===== src/rtl/fifo_pkg.sv =====
// Shared constants and sizing helper for the single-clock FIFO family.
package fifo_pkg;

    localparam int FIFO_WIDTH_DEFAULT = 32'sd8;
    localparam int FIFO_DEPTH_DEFAULT = 32'sd8;

    // Ceiling log2, used for pointer and occupancy widths at elaboration time.
    function automatic int clog2(input int value);
        int result;
        int remaining;
        result    = 32'sd0;
        remaining = value - 32'sd1;
        while (remaining > 32'sd0) begin
            result    = result + 32'sd1;
            remaining = remaining >>> 1;
        end
        return result;
    endfunction

endpackage


===== src/rtl/dff_reg.sv =====
// WIDTH-bit rising-edge register with load enable and asynchronous active-low clear.
module dff_reg #(
    parameter int WIDTH = 8
) (
    input  logic             clk,
    input  logic             clear_n,
    input  logic             en,
    input  logic [WIDTH-1:0] d,
    output logic [WIDTH-1:0] q
);

    // Load on enable, clear immediately when clear_n drops.
    always_ff @(posedge clk or negedge clear_n) begin
        if (!clear_n) begin
            q <= {WIDTH{1'b0}};
        end else if (en) begin
            q <= d;
        end
    end

endmodule


===== src/rtl/sync_fifo.sv =====
// Single-clock FIFO built from dff_reg storage, wrap-bit pointers and pointer-derived status.
// Optional almost_full/almost_empty ports are enabled by defining FIFO_ALMOST_FLAGS_EN.
module sync_fifo
    import fifo_pkg::*;
#(
    parameter int WIDTH    = FIFO_WIDTH_DEFAULT,
    parameter int DEPTH    = FIFO_DEPTH_DEFAULT,
    parameter int AF_LEVEL = DEPTH - 32'sd2,
    parameter int AE_LEVEL = 32'sd2
) (
    input  logic                  clk,
    input  logic                  clear_n,
    input  logic                  wr_en,
    input  logic [WIDTH-1:0]      din,
    input  logic                  rd_en,
    output logic [WIDTH-1:0]      dout,
    output logic                  full,
    output logic                  empty,
    output logic [clog2(DEPTH):0] count
`ifdef FIFO_ALMOST_FLAGS_EN
    ,
    output logic                  almost_full,
    output logic                  almost_empty
`endif
);

    localparam int AW = clog2(DEPTH);
    localparam int PW = AW + 32'sd1;

    // Elaboration guard on the geometry and threshold parameters.
    if ((WIDTH < 32'sd1) || (DEPTH < 32'sd2) || ((DEPTH & (DEPTH - 32'sd1)) != 32'sd0) ||
        (AF_LEVEL < 32'sd0) || (AE_LEVEL < 32'sd0)) begin : g_bad_param
        $error("sync_fifo: illegal WIDTH/DEPTH/AF_LEVEL/AE_LEVEL");
    end

    logic [PW-1:0]    wptr_r;
    logic [PW-1:0]    rptr_r;
    logic [PW-1:0]    wptr_nxt_s;
    logic [PW-1:0]    rptr_nxt_s;
    logic             wr_acc_s;
    logic             rd_acc_s;
    logic             full_s;
    logic             empty_s;
    logic [PW-1:0]    count_s;
    logic [DEPTH-1:0] wr_sel_s;
    logic [WIDTH-1:0] mem_r [DEPTH];
    logic [WIDTH-1:0] rd_data_s;

    // Status from the pointer flops only; a write is blocked by full, a read by empty.
    always_comb begin
        empty_s    = (wptr_r == rptr_r);
        full_s     = (wptr_r[AW-1:0] == rptr_r[AW-1:0]) && (wptr_r[AW] != rptr_r[AW]);
        count_s    = wptr_r - rptr_r;
        wr_acc_s   = wr_en && !full_s;
        rd_acc_s   = rd_en && !empty_s;
        wptr_nxt_s = wptr_r + PW'(1'b1);
        rptr_nxt_s = rptr_r + PW'(1'b1);
    end

    // One-hot write decode of the storage entry addressed by the write pointer.
    always_comb begin
        wr_sel_s = {DEPTH{1'b0}};
        for (int i = 0; i < DEPTH; i++) begin
            if (wr_acc_s && (wptr_r[AW-1:0] == AW'(i))) begin
                wr_sel_s[i] = 1'b1;
            end else begin
                wr_sel_s[i] = 1'b0;
            end
        end
    end

    for (genvar g = 0; g < DEPTH; g++) begin : g_mem
        dff_reg #(.WIDTH(WIDTH)) u_entry (
            .clk     (clk),
            .clear_n (clear_n),
            .en      (wr_sel_s[g]),
            .d       (din),
            .q       (mem_r[g])
        );
    end

    dff_reg #(.WIDTH(PW)) u_wptr (
        .clk     (clk),
        .clear_n (clear_n),
        .en      (wr_acc_s),
        .d       (wptr_nxt_s),
        .q       (wptr_r)
    );

    dff_reg #(.WIDTH(PW)) u_rptr (
        .clk     (clk),
        .clear_n (clear_n),
        .en      (rd_acc_s),
        .d       (rptr_nxt_s),
        .q       (rptr_r)
    );

    // The entry being written this edge is never the one read, so no bypass is needed.
    assign rd_data_s = mem_r[rptr_r[AW-1:0]];

    dff_reg #(.WIDTH(WIDTH)) u_dout (
        .clk     (clk),
        .clear_n (clear_n),
        .en      (rd_acc_s),
        .d       (rd_data_s),
        .q       (dout)
    );

    assign full  = full_s;
    assign empty = empty_s;
    assign count = count_s;

`ifdef FIFO_ALMOST_FLAGS_EN
    localparam logic [PW-1:0] AF_THRESH = PW'(AF_LEVEL);
    localparam logic [PW-1:0] AE_THRESH = PW'(AE_LEVEL);

    assign almost_full  = (count_s >= AF_THRESH);
    assign almost_empty = (count_s <= AE_THRESH);
`endif

endmodule


===== config.mk =====
export PLATFORM = sky130hd
export DESIGN_NAME = sync_fifo
export DESIGN_NICKNAME = d
export VERILOG_FILES = /design/src/rtl/fifo_pkg.sv /design/src/rtl/dff_reg.sv /design/src/rtl/sync_fifo.sv
export SDC_FILE = /design/constraint.sdc
export NUM_CORES = 1
export LEC_CHECK = 0
export ABC_AREA = 1
export CORE_MARGIN = 1
export CORE_UTILIZATION = 40
export CTS_CLUSTER_SIZE = 12
export DETAILED_ROUTE_END_ITERATION = 8
export GPL_TIMING_DRIVEN = 0
export SLEW_MARGIN = 15
export SYNTH_ARGS = -nofsm -noshare
export SYNTH_HDL_FRONTEND = slang
export SYNTH_SLANG_ARGS = --single-unit

===== constraint.sdc =====
create_clock -name clk -period 7.02 [get_ports clk]
set_input_delay 1.755 -clock clk [delete_from_list [all_inputs] [get_ports clk]]
set_output_delay 1.755 -clock clk [all_outputs]
set_load 0.05 [all_outputs]

* Word-level counts from Yosys, hierarchy flattened
Cells that the tools add are included.
** Cells by class
- Add/subtract/negate cells :: 3
- $lt $le $gt $ge :: 1
- Equality and inequality tests :: 10
- Mux-type cells :: 11
- Bitwise operators :: 1
- Reductions and logical operators :: 14
** Operator list (count)
- binary-select mux 8 bit (select 3 bit) :: 1
- 2-to-1 mux 8 bit :: 2
- == test 3 bit (second input constant) :: 4
- logical AND 1 bit :: 11
- adder 4 x 1 -> 4 bit (second input constant) :: 2
- 2-to-1 mux 1 bit :: 8
- == test 3 x 2 -> 1 bit (second input constant) :: 2
- == test 4 bit :: 1
- greater-or-equal comparator 4 bit (second input constant) :: 1
- NOT 3 -> 4 bit :: 1
- subtractor 4 bit :: 1
- == test 3 x 1 -> 1 bit (second input constant) :: 1
- == test 3 bit :: 1
- logical NOT 3 bit :: 1
- logical NOT 1 bit :: 2
- != test 1 bit :: 1
** Storage, ports and cells
- Flip-flop bits (word level) :: 80
- Word-level logic and storage cells :: 51

* Logic depth before layout (Yosys ltp)
Gate-level depths: netlist (run 1).
- Depth after elaboration :: 6
- Mapped depth :: 12

* Cells and area by module
From an unflattened synthesis (run 1), not the netlist that was laid out.
** Unflattened totals
- Cells, all modules :: 609
- Area total of the unflattened synthesis :: 4315.4 µm²
** Modules (own cells, without submodules)
- dff_reg (g_mem[0].u_entry ...) :: times used 9, cells each 34, area each 305.3 µm², seq. area each 200.2 µm²
- sync_fifo :: times used 1, cells each 269, area each 1270.0 µm², seq. area each 0.0 µm²
- dff_reg (u_rptr ...) :: times used 2, cells each 17, area each 148.9 µm², seq. area each 100.1 µm²

* Least setup slack after synthesis (run 1)
Ideal clock, no wire load.
- Path kind :: register to output
- Start :: reg u_rptr.q[1]
- End :: out count[3]
- Arrival time :: 2.191 ns
- Setup slack :: 3.074 ns
- Cell stages (with the launch flop) :: 8
- Path buffers :: 2
- Cell sequence :: dfrtp_1 buf_4 clkinv_1 buf_2 ha_1 nand2_1 o21ai_0 xor2_1
** On the way
- Longest elaborated chain between the ends :: 1
** RTL lines
- start: declaration :: RTL line dff_reg.sv:9 : output logic [WIDTH-1:0] q
- start signal: assignment :: RTL line dff_reg.sv:15 : q <= {WIDTH{1'b0}};
- subtractor 4 bit :: RTL line sync_fifo.sv:53 : count_s = wptr_r - rptr_r;
- end: declaration :: RTL line sync_fifo.sv:19 : output logic [clog2(DEPTH):0] count
Every way passes these cells.

* Final worst setup path (run 1)
- Start :: reg u_rptr.q[1]
- End :: out full
** On the way
- Longest elaborated chain between the ends :: 2
** RTL lines
- == test 3 bit :: RTL line sync_fifo.sv:52 : full_s = (wptr_r[AW-1:0] == rptr_r[AW-1:0]) && (wptr_r[AW] != rptr_r[AW]);
- logical AND 1 bit :: RTL line sync_fifo.sv:52
- end: declaration :: RTL line sync_fifo.sv:17 : output logic full,
Every way passes these cells.

==> results.sh, run 1 <==
export IMPL_grt_max_degree=42
export IMPL_path_cells="buf_4 -> clkinv_1 -> buf_2 -> ha_1 -> nand2_1 -> nor2_4 -> nand2_2 -> buf_6 -> buf_4 -> inv_1 -> clkdlybuf4s50_1"
export IMPL_power_frac_comb_pct=55.6
export IMPL_core_mm2=0.0108
export IMPL_hold_end="g_mem[4].u_entry.q[2]$_DFFE_PN0P_"
export IMPL_clk_path_buf_depth=2
export IMPL_r2r_start="u_rptr.q[1]$_DFFE_PN0P_"
export IMPL_holdPathStages=2
export IMPL_ys_types=25
export IMPL_grt_overflow_total=0
export IMPL_cts_setup_buffers=0
export IMPL_dr_pass1_iters=5
export IMPL_core_rowCount=38
export IMPL_grt_usage_pct=23.6
export IMPL_synth_most_common_cell="nand2_1"
export IMPL_avgSynthCellArea_um2=7.61
export IMPL_outcome="finished clean"
export IMPL_cp_max_fo=10
export IMPL_r2r_end="g_mem[2].u_entry.q[5]$_DFFE_PN0P_"
export IMPL_setup_viol=0
export IMPL_finalPower_mw=2.59
export IMPL_multi_input_area_mm2=0.00196
export IMPL_worstPathRequired_ns=5.27
export IMPL_clock_sinks=80
export IMPL_synthArstFlopShare_pct=100
export IMPL_crit_slowest_cell="clkdlybuf4s50_1"
export IMPL_start_kind="flop"
export IMPL_power_leakage_nw=2.69
export IMPL_netlist_instances=586
export IMPL_clk_pin_slew_ns=0.09
export IMPL_finalHoldViolations=0
export IMPL_ff_latch_area_mm2=0.00200
export IMPL_p_clk_share_pct=13.9
export IMPL_setup_tns_ns=0
export IMPL_final_max_slew_viol_count=0
export IMPL_synth_edff_count=0
export IMPL_insertedDiodeCount=0
export IMPL_seq_area_frac_synth_pct=44.9
export IMPL_slowest_delay_ns=0.80
export IMPL_clock_root_buffer="clkbuf_8"
export IMPL_cap_viol_max_count=0
export IMPL_syn_cell_area_mm2=0.00446
export IMPL_worst_ep_arrival_time_ns=3.36
export IMPL_max_freq_mhz=196
export IMPL_numCtsBuffers=9
export IMPL_drtIter0Drc=246
export IMPL_place_ws_ns=2.31
export IMPL_r2r_worst_path_cells=11
export IMPL_final_area_mm2=0.00502
export IMPL_cts_resized_gates=0
export IMPL_yosysWarnings=0
export IMPL_power_density_mw_per_mm2=516
export IMPL_fill_cells=1132
export IMPL_gp_congestion=0.878
export IMPL_holdCritStartpoint="g_mem[4].u_entry.q[2]$_DFFE_PN0P_"
export IMPL_power_internal_mw=1.32
export IMPL_ioPinCount=26
export IMPL_port_buffers=16
export IMPL_synth_top_area_share_pct=44.9
export IMPL_clock_latency_ns=0.36
export IMPL_drt_met1_wl_mm=5.71
export IMPL_via_per_inst=5.24
export IMPL_final_period_utilization_pct=72.8
export IMPL_ctsHtreeMaxLevel=3
export IMPL_reg2reg_slack_ns=4.52
export IMPL_ys_top_cells_by_area="dfrtp_1 45%, nand2_1 20%, nand4_1 9.0%, nand3_1 5.7%, inv_1 5.0%"
export IMPL_ys_flop_type="dfrtp_1"
export IMPL_worstMarginPinSlew_ns=0.567
export IMPL_grt_pass1_wl_mm=20.3
export IMPL_vias=3975
export IMPL_die_area_mm2=0.0116
export IMPL_ys_ff_latch=80
export IMPL_dr_wl_met3_um=743
export IMPL_dpl_cell_area_mm2=0.00481
export IMPL_worst_hold_slack_ns=0.477
export IMPL_endpoint_kind="output port"
export IMPL_first_global_vias=3771
export IMPL_wire_per_inst_um=16.7
export IMPL_cp_buffers_inverters=7
export IMPL_netlist_top_cell_by_area="dfrtp_1"
export IMPL_initial_core_util_pct=41.2
export IMPL_min_period_ns=5.11
export IMPL_startpoint="u_rptr.q[1]$_DFFE_PN0P_"
export IMPL_die_h_um=108
export IMPL_drive_above_1_share_pct=12.5
export IMPL_synth_commonest_cells="243 x nand2_1, 80 x dfrtp_1, 64 x nand4_1, 60 x inv_1, 51 x nand3_1"
export IMPL_topRoutingLayerUsed="met4"
export IMPL_dp_hpwl_mm=8.86
export IMPL_drt_wl_total_mm=12.7
export IMPL_wl_met2_mm=5.98
export IMPL_path_class="flop to output port"
export IMPL_ant_nets=0
export IMPL_fin_nets=637
export IMPL_setup_ws_ns=1.91
export IMPL_antenna_found_initial=0
export IMPL_path_common_cell="buf_4"
export IMPL_p_sw_share_pct=49.0
export IMPL_p_sw_mw=1.27
export IMPL_p_seq_share_pct=30.5
export IMPL_crit_family="buffers and inverters"
export IMPL_rsz0062_at_grt="no"
export IMPL_cts_tree="built"
export IMPL_ctsHoldBuffers=0
export IMPL_relSlewSlack_pct=62.2
export IMPL_syn_num_nets=609
export IMPL_clock_skew_ns=0.0106
export IMPL_hold_path_class="flop to flop"
export IMPL_dieWidth_um=108
export IMPL_drc=0
export IMPL_area_growth_pct=12.5
export IMPL_vdd_ir_drop_worst_mv=0.525
[worst register-to-register path, delay by kind of cell (launching register included)]
family,cells,cell delay (ns)
DFF,1,0.42
and+or+nand+nor,6,0.67
buffers and inverters,4,0.96
adders and majority gates,1,0.34
[cell type report]
| type | count | area share [%] |
|---|---|---|
| Inverter | 70 | 5.24 |
| Timing Repair Buffer | 17 | 3.54 |
| Clock buffer | 11 | 3.02 |
| Buffer | 39 | 4.79 |
| Sequential cell | 80 | 39.9 |
| Multi-Input combinational cell | 397 | 39.0 |
| Tap cell | 140 | 3.49 |
| Clock inverter | 4 | 1.05 |
[placed cells by master (no fill, tap or decap), drive strengths merged]
master	instances
nand2	248
dfrtp	80
inv	67
nand4	64
nand3	59
buf	30
clkbuf	22
clkdlybuf4s50	15
ha	10
clkinv	6
xor2	5
o21ai	4
nor2	4
a21oi	1
xnor2	1
fa	1
bufinv	1
[sequential cells by signal (all words and copies together), names as in the netlist]
signal and flops:
g_mem.u_entry.q 64, u_dout.q 8, u_rptr.q 4, u_wptr.q 4
[per-stage QoR]
step           std cells  util (%)
6_report             758      46.3
5_1_grt              758      46.3
3_5_place_dp         743      44.4
2_1_floorplan        586         -
3_3_place_gp         742      44.3
4_1_cts              758      46.3
[cells by family after synthesis]
group | Yosys count | synth area share [%]
buffers and inverters | 109 | 11.3
AND/OR/NAND/NOR | 375 | 38.9
AO/OA/AOI/OAI | 5 | 0.561
adder cells (fa/ha/maj) | 11 | 3.25
XOR/XNOR | 6 | 1.18
flip-flops | 80 | 44.9
[worst max-delay path by stage]
stage | end | slack [ns] | cells after the start
6_report | full | 1.91 | 11
3_5_place_dp | full | 2.31 | 11
4_1_cts | full | 1.89 | 11
5_1_grt | full | 1.72 | 11
2_1_floorplan | count[3] | 3.07 | 7
3_3_place_gp | g_mem[5].u_entry.q[2]$_DFFE_PN0P_ | 1.24 | 1
[metal layers]
metal  vias up  global-route usage (%)
met5         -                       0
met1      1901                    32.4
li1       1924                       -
met4         0                    9.00
met2       129                    37.7
met3        21                    3.27
[power by group through the flow]
stage               Clock, mW  Sequential, mW  Combinational (mW)
floorplan                   0           0.841               0.964
global placement            0           0.789                1.41
detailed placement          0           0.796                1.44
CTS                     0.366           0.788                1.44
global route            0.384           0.813                1.59
finish                  0.361           0.790                1.44
Note: power is estimated with default switching activity, not from simulation.
==> run 2, diff against run 1 <==
- clock period: 7.02 -> 4.4 ns (I/O delays scaled with it)
==> run 2 against run 1 <==
Effect of this change: die area unchanged; register-to-register slack got worse by 2.6 ns; first-iteration DRC count did not move; critical path type unchanged; non-clock buffer count did not move; critical path depth is the same; cell count unchanged; sequential cell count did not move.
==> results.sh, run 2 (synthesis results as in run 1) <==
export IMPL_power_density_mw_per_mm2=823
export IMPL_relSlewSlack_pct=62.2
export IMPL_grt_usage_pct=23.6
export IMPL_final_cell_mix="243 x nand2_1, 80 x dfrtp_1, 64 x nand4_1, 60 x inv_1, 51 x nand3_1"
export IMPL_clock_sinks=80
export IMPL_gp_congestion=0.878
export IMPL_drtIter0Drc=246
export IMPL_drc=0
export IMPL_dpl_cell_area_mm2=0.00481
export IMPL_insertedDiodeCount=0
export IMPL_r2r_end="g_mem[2].u_entry.q[5]$_DFFE_PN0P_"
export IMPL_drt_wl_total_mm=12.7
export IMPL_rsz0062_at_grt="no"
export IMPL_clock_root_buffer="clkbuf_8"
export IMPL_dieWidth_um=108
export IMPL_power_frac_comb_pct=55.5
export IMPL_path_cells="buf_4 -> clkinv_1 -> buf_2 -> ha_1 -> nand2_1 -> nor2_4 -> nand2_2 -> buf_6 -> buf_4 -> inv_1 -> dlygate4sd2_1"
export IMPL_max_freq_mhz=239
export IMPL_endpoint_kind="output port"
export IMPL_clock_skew_ns=0.0110
export IMPL_largest_register_ffs=64
export IMPL_die_h_um=108
export IMPL_power_internal_mw=2.11
export IMPL_dr_pass1_iters=5
export IMPL_p_clk_share_pct=13.9
export IMPL_initial_core_util_pct=41.2
export IMPL_crit_family="buffers and inverters"
export IMPL_ant_nets=0
export IMPL_final_core_util_pct=46.3
export IMPL_drive_above_1_share_pct=12.5
export IMPL_fill_cells=1133
export IMPL_vdd_ir_drop_worst_mv=0.837
export IMPL_worstMarginPinSlew_ns=0.568
export IMPL_grt_pass1_wl_mm=20.3
export IMPL_fin_cells=758
export IMPL_min_period_ns=4.18
export IMPL_hold_path_class="flop to flop"
export IMPL_start_kind="flop"
export IMPL_crit_end="full"
export IMPL_final_max_slew_viol_count=0
export IMPL_numCtsBuffers=9
export IMPL_path_common_cell="buf_4"
export IMPL_ff_latch_area_mm2=0.00200
export IMPL_clock_latency_ns=0.37
export IMPL_place_inst=743
export IMPL_worstPathRequired_ns=3.30
export IMPL_ctsHtreeMaxLevel=3
export IMPL_largestRegisters="g_mem.u_entry.q (64), u_dout.q (8)"
export IMPL_cts_tree="built"
export IMPL_reg2reg_slack_ns=1.91
export IMPL_p_sw_mw=2.02
export IMPL_worst_hold_slack_ns=0.477
export IMPL_setup_tns_ns=0
export IMPL_dp_hpwl_mm=8.86
export IMPL_crit_slowest_cell="dlygate4sd2_1"
export IMPL_crit_cells=11
export IMPL_p_seq_share_pct=30.5
export IMPL_die_area_mm2=0.0116
export IMPL_finalPower_mw=4.13
export IMPL_r2r_worst_path_cells=11
export IMPL_final_area_mm2=0.00502
export IMPL_setup_viol=0
export IMPL_clk_pin_slew_ns=0.09
export IMPL_place_ws_ns=0.347
export IMPL_p_sw_share_pct=49.0
export IMPL_grt_overflow_total=0
export IMPL_fin_nets=637
export IMPL_core_mm2=0.0108
export IMPL_cp_max_fo=10
export IMPL_cp_buffers_inverters=7
export IMPL_wire_per_inst_um=16.7
export IMPL_grt_max_degree=42
export IMPL_vias=3995
export IMPL_r2r_start="u_rptr.q[1]$_DFFE_PN0P_"
export IMPL_path_class="flop to output port"
export IMPL_cap_viol_max_count=0
export IMPL_port_buffers=16
export IMPL_clk_path_buf_depth=2
export IMPL_power_leakage_nw=2.70
export IMPL_worst_ep_arrival_time_ns=3.08
export IMPL_layout_commonest_cell="nand2_1"
export IMPL_antenna_found_initial=0
export IMPL_area_growth_pct=12.5
export IMPL_startpoint="u_rptr.q[1]$_DFFE_PN0P_"
export IMPL_multi_input_area_mm2=0.00196
export IMPL_slowest_delay_ns=0.52
export IMPL_outcome="finished clean"
export IMPL_setup_ws_ns=0.222
export IMPL_finalHoldViolations=0
export IMPL_regMostFlops="g_mem.u_entry.q"
export IMPL_core_rowCount=38
export IMPL_via_per_inst=5.27
export IMPL_first_global_vias=3771
export IMPL_final_period_utilization_pct=95.0
export IMPL_ioPinCount=26
[run 2: changes by cell type in the layout (fill, tap and decap cells not counted), sizes merged]
cell           change
clkdlybuf4s50      -1
dlygate4sd2        +1
[run 2: how the worst min path moves through the flow]
stage | startpoint | to | slack (ns) | depth (start not counted)
finish | g_mem[0].u_entry.q[5]$_DFFE_PN0P_ | g_mem[0].u_entry.q[5]$_DFFE_PN0P_ | 0.48 | 2
global route | g_mem[4].u_entry.q[3]$_DFFE_PN0P_ | g_mem[4].u_entry.q[3]$_DFFE_PN0P_ | 0.50 | 2
CTS | g_mem[6].u_entry.q[2]$_DFFE_PN0P_ | g_mem[6].u_entry.q[2]$_DFFE_PN0P_ | 0.48 | 2
detailed placement | g_mem[3].u_entry.q[7]$_DFFE_PN0P_ | g_mem[3].u_entry.q[7]$_DFFE_PN0P_ | 0.46 | 2
global placement | g_mem[2].u_entry.q[5]$_DFFE_PN0P_ | g_mem[2].u_entry.q[5]$_DFFE_PN0P_ | 0.45 | 2
floorplan | g_mem[0].u_entry.q[0]$_DFFE_PN0P_ | g_mem[0].u_entry.q[0]$_DFFE_PN0P_ | 0.44 | 2
[run 2: what timing repair did]
item	CTS	global route
hold buffers	0	0
endpoints found under the hold margin	0	0
gates resized for setup	1	0
buffers inserted	0	0
setup endpoints to repair	1	0
[run 2: metal layers]
| layer | vias to the layer above | share of wire (%) | GRT usage [%] |
|---|---|---|---|
| met1 | 1916 | 45 | 32.4 |
| met3 | 23 | 5.7 | 3.27 |
| met4 | 0 | 2.3 | 9.00 |
| met2 | 131 | 47 | 37.7 |
| met5 | - | 0 | 0 |
| li1 | 1925 | - | - |
[run 2: tightest hold or removal path, cell delays in order, from the launching register on]
cell and delay, ns:
dfrtp_1 0.35, nand2_1 0.06, nand2_1 0.05
[run 2: final cells by class]
| cell class | instances | area share [%] |
|---|---|---|
| Buffer | 39 | 4.79 |
| Sequential cell | 80 | 39.9 |
| Multi-Input combinational cell | 397 | 39.0 |
| Clock inverter | 4 | 1.05 |
| Timing Repair Buffer | 17 | 3.52 |
| Inverter | 70 | 5.24 |
| Clock buffer | 11 | 3.02 |
| Tap cell | 140 | 3.49 |
[run 2: power groups by stage]
stage	registers, mW	clock network [mW]	logic [mW]
2_1_floorplan	1.34	0	1.54
3_3_place_gp	1.26	0	2.25
3_5_place_dp	1.27	0	2.29
4_1_cts	1.26	0.583	2.29
5_1_grt	1.30	0.613	2.54
6_report	1.26	0.575	2.29
==> run 3, diff against run 2 <==
- MAX_ROUTING_LAYER: unset -> met4
- SKIP_LAST_GASP: unset -> 1
==> run 3 against run 2 <==
Effect of this change: sequential power is essentially flat; via count is 0.40% lower; core utilization is 0.081 points lower; first-iteration DRC count is 13% higher; fmax up 1.3%; global-route usage grew 0.28 points; cell count is the same.
==> results.sh, run 3 (synthesis results as in run 1) <==
export IMPL_slowest_delay_ns=0.81
export IMPL_path_cells="buf_4 -> clkinv_1 -> buf_2 -> ha_1 -> nand2_1 -> o21ai_0 -> xor2_1 -> clkdlybuf4s50_1"
export IMPL_endpoint_kind="output port"
export IMPL_gp_congestion=0.890
export IMPL_clock_root_buffer="clkbuf_8"
export IMPL_die_area_mm2=0.0116
export IMPL_crit_end="count[3]"
export IMPL_final_cell_mix="243 x nand2_1, 80 x dfrtp_1, 64 x nand4_1, 60 x inv_1, 51 x nand3_1"
export IMPL_clock_latency_ns=0.36
export IMPL_relSlewSlack_pct=65.6
export IMPL_core_mm2=0.0108
export IMPL_first_global_vias=3694
export IMPL_r2r_start="u_rptr.q[1]$_DFFE_PN0P_"
export IMPL_start_kind="flop"
export IMPL_core_rowCount=38
export IMPL_vdd_ir_drop_worst_mv=0.839
export IMPL_drive_above_1_share_pct=12.1
export IMPL_fin_nets=637
export IMPL_r2r_worst_path_cells=11
export IMPL_grt_overflow_total=0
export IMPL_worst_ep_arrival_time_ns=3.03
export IMPL_dr_pass1_iters=5
export IMPL_cp_buffers_inverters=4
export IMPL_final_core_util_pct=46.2
export IMPL_ctsHoldBuffers=0
export IMPL_hold_path_class="flop to flop"
export IMPL_finalHoldViolations=0
export IMPL_power_density_mw_per_mm2=815
export IMPL_drt_wl_total_mm=12.4
export IMPL_cts_setup_buffers=0
export IMPL_min_period_ns=4.13
export IMPL_cts_resized_gates=1
export IMPL_drc=0
export IMPL_ioPinCount=26
export IMPL_layout_commonest_cell="nand2_1"
export IMPL_grt_pass1_wl_mm=20.0
export IMPL_path_class="flop to output port"
export IMPL_setup_viol=0
export IMPL_worstPathRequired_ns=3.30
export IMPL_final_area_mm2=0.00501
export IMPL_final_max_slew_viol_count=0
export IMPL_dp_hpwl_mm=8.78
export IMPL_initial_core_util_pct=41.2
export IMPL_reg2reg_slack_ns=1.97
export IMPL_final_period_utilization_pct=93.8
export IMPL_r2r_end="g_mem[2].u_entry.q[6]$_DFFE_PN0P_"
export IMPL_cp_max_fo=10
export IMPL_grt_max_degree=51
export IMPL_insertedDiodeCount=0
export IMPL_vias=3979
export IMPL_numCtsBuffers=9
export IMPL_finalPower_mw=4.08
export IMPL_max_freq_mhz=242
export IMPL_clock_skew_ns=0.0111
export IMPL_regMostFlops="g_mem.u_entry.q"
export IMPL_crit_slowest_cell="clkdlybuf4s50_1"
export IMPL_clk_pin_slew_ns=0.08
export IMPL_outcome="finished clean"
export IMPL_clock_sinks=80
export IMPL_via_per_inst=5.25
export IMPL_drtIter0Drc=278
export IMPL_dieWidth_um=108
export IMPL_power_leakage_nw=2.69
export IMPL_cap_viol_max_count=0
export IMPL_grt_usage_pct=23.9
export IMPL_area_growth_pct=12.3
export IMPL_largest_register_ffs=64
export IMPL_clk_path_buf_depth=2
export IMPL_antenna_found_initial=0
export IMPL_die_h_um=108
export IMPL_port_buffers=16
export IMPL_crit_cells=8
export IMPL_largestRegisters="g_mem.u_entry.q (64), u_dout.q (8)"
export IMPL_crit_family="buffers and inverters"
export IMPL_worstMarginPinSlew_ns=0.516
export IMPL_ant_nets=0
export IMPL_cts_tree="built"
export IMPL_rsz0062_at_grt="no"
export IMPL_ctsHtreeMaxLevel=3
export IMPL_wire_per_inst_um=16.4
export IMPL_startpoint="u_rptr.q[1]$_DFFE_PN0P_"
export IMPL_dpl_cell_area_mm2=0.00482
## run 3: cell count changes in the layout (fill, tap and decap cells not counted)
cell        before  now
clkbuf_1         2    4
buf_12           1    0
buf_16           0    1
clkbuf_8        11   10
clkinv_4         1    0
clkinvlp_4       0    1
inv_6            1    0
## run 3: how the worst min path moves through the flow
stage                                            startpoint                           endpoint  slack, ns  depth (start not counted)
final                     g_mem[4].u_entry.q[4]$_DFFE_PN0P_  g_mem[4].u_entry.q[4]$_DFFE_PN0P_       0.47                          2
after global routing      g_mem[7].u_entry.q[6]$_DFFE_PN0P_  g_mem[7].u_entry.q[6]$_DFFE_PN0P_       0.49                          2
after CTS                 g_mem[4].u_entry.q[4]$_DFFE_PN0P_  g_mem[4].u_entry.q[4]$_DFFE_PN0P_       0.48                          2
after detailed placement  g_mem[7].u_entry.q[0]$_DFFE_PN0P_  g_mem[7].u_entry.q[0]$_DFFE_PN0P_       0.46                          2
after global placement    g_mem[6].u_entry.q[2]$_DFFE_PN0P_  g_mem[6].u_entry.q[2]$_DFFE_PN0P_       0.46                          2
after floorplan           g_mem[0].u_entry.q[0]$_DFFE_PN0P_  g_mem[0].u_entry.q[0]$_DFFE_PN0P_       0.44                          2
## run 3: stage by stage
step	TNS [ns]	setup WS [ns]	hold slack [ns]	std cells
6_report	0	0.274	0.473	758
5_1_grt	0	0.0652	0.495	758
4_1_cts	0	0.229	0.477	758
3_5_place_dp	0	0.407	0.458	743
3_3_place_gp	-56.19	-0.706	0.455	742
2_1_floorplan	0	1.11	0.442	586
## run 3: worst min-delay path, cell delays in order, from the launching register on
cell and delay (ns):
dfrtp_1 0.35, nand2_1 0.05, nand2_1 0.04
## run 3: cell type report
type | instances | area (µm²)
plain buffers | 39 | 240
clock buffers | 12 | 145
clock inverters | 3 | 42.5
fillers | 1134 | 5830
inverters | 70 | 263
multi-input cells | 397 | 1960
flip-flops and latches | 80 | 2000
well taps | 140 | 175
repair buffers | 17 | 184
## run 3: power by group
part	total (mW)	internal, mW	switching, mW
logic	2.28	0.748	1.53
clock network	0.547	0.275	0.273
registers	1.25	1.07	0.186
total	4.08	2.09	1.99
## run 3: routing by layer
layer | wire length (µm) | part of all wire (%) | global-route usage (%) | vias to the layer above
li1 | - | - | - | 1921
met5 | 0 | 0 | - | -
met4 | 338 | 2.7 | 8.81 | 0
met2 | 5680 | 46 | 35.3 | 142
met3 | 777 | 6.3 | 4.24 | 25
met1 | 5610 | 45 | 32.9 | 1891
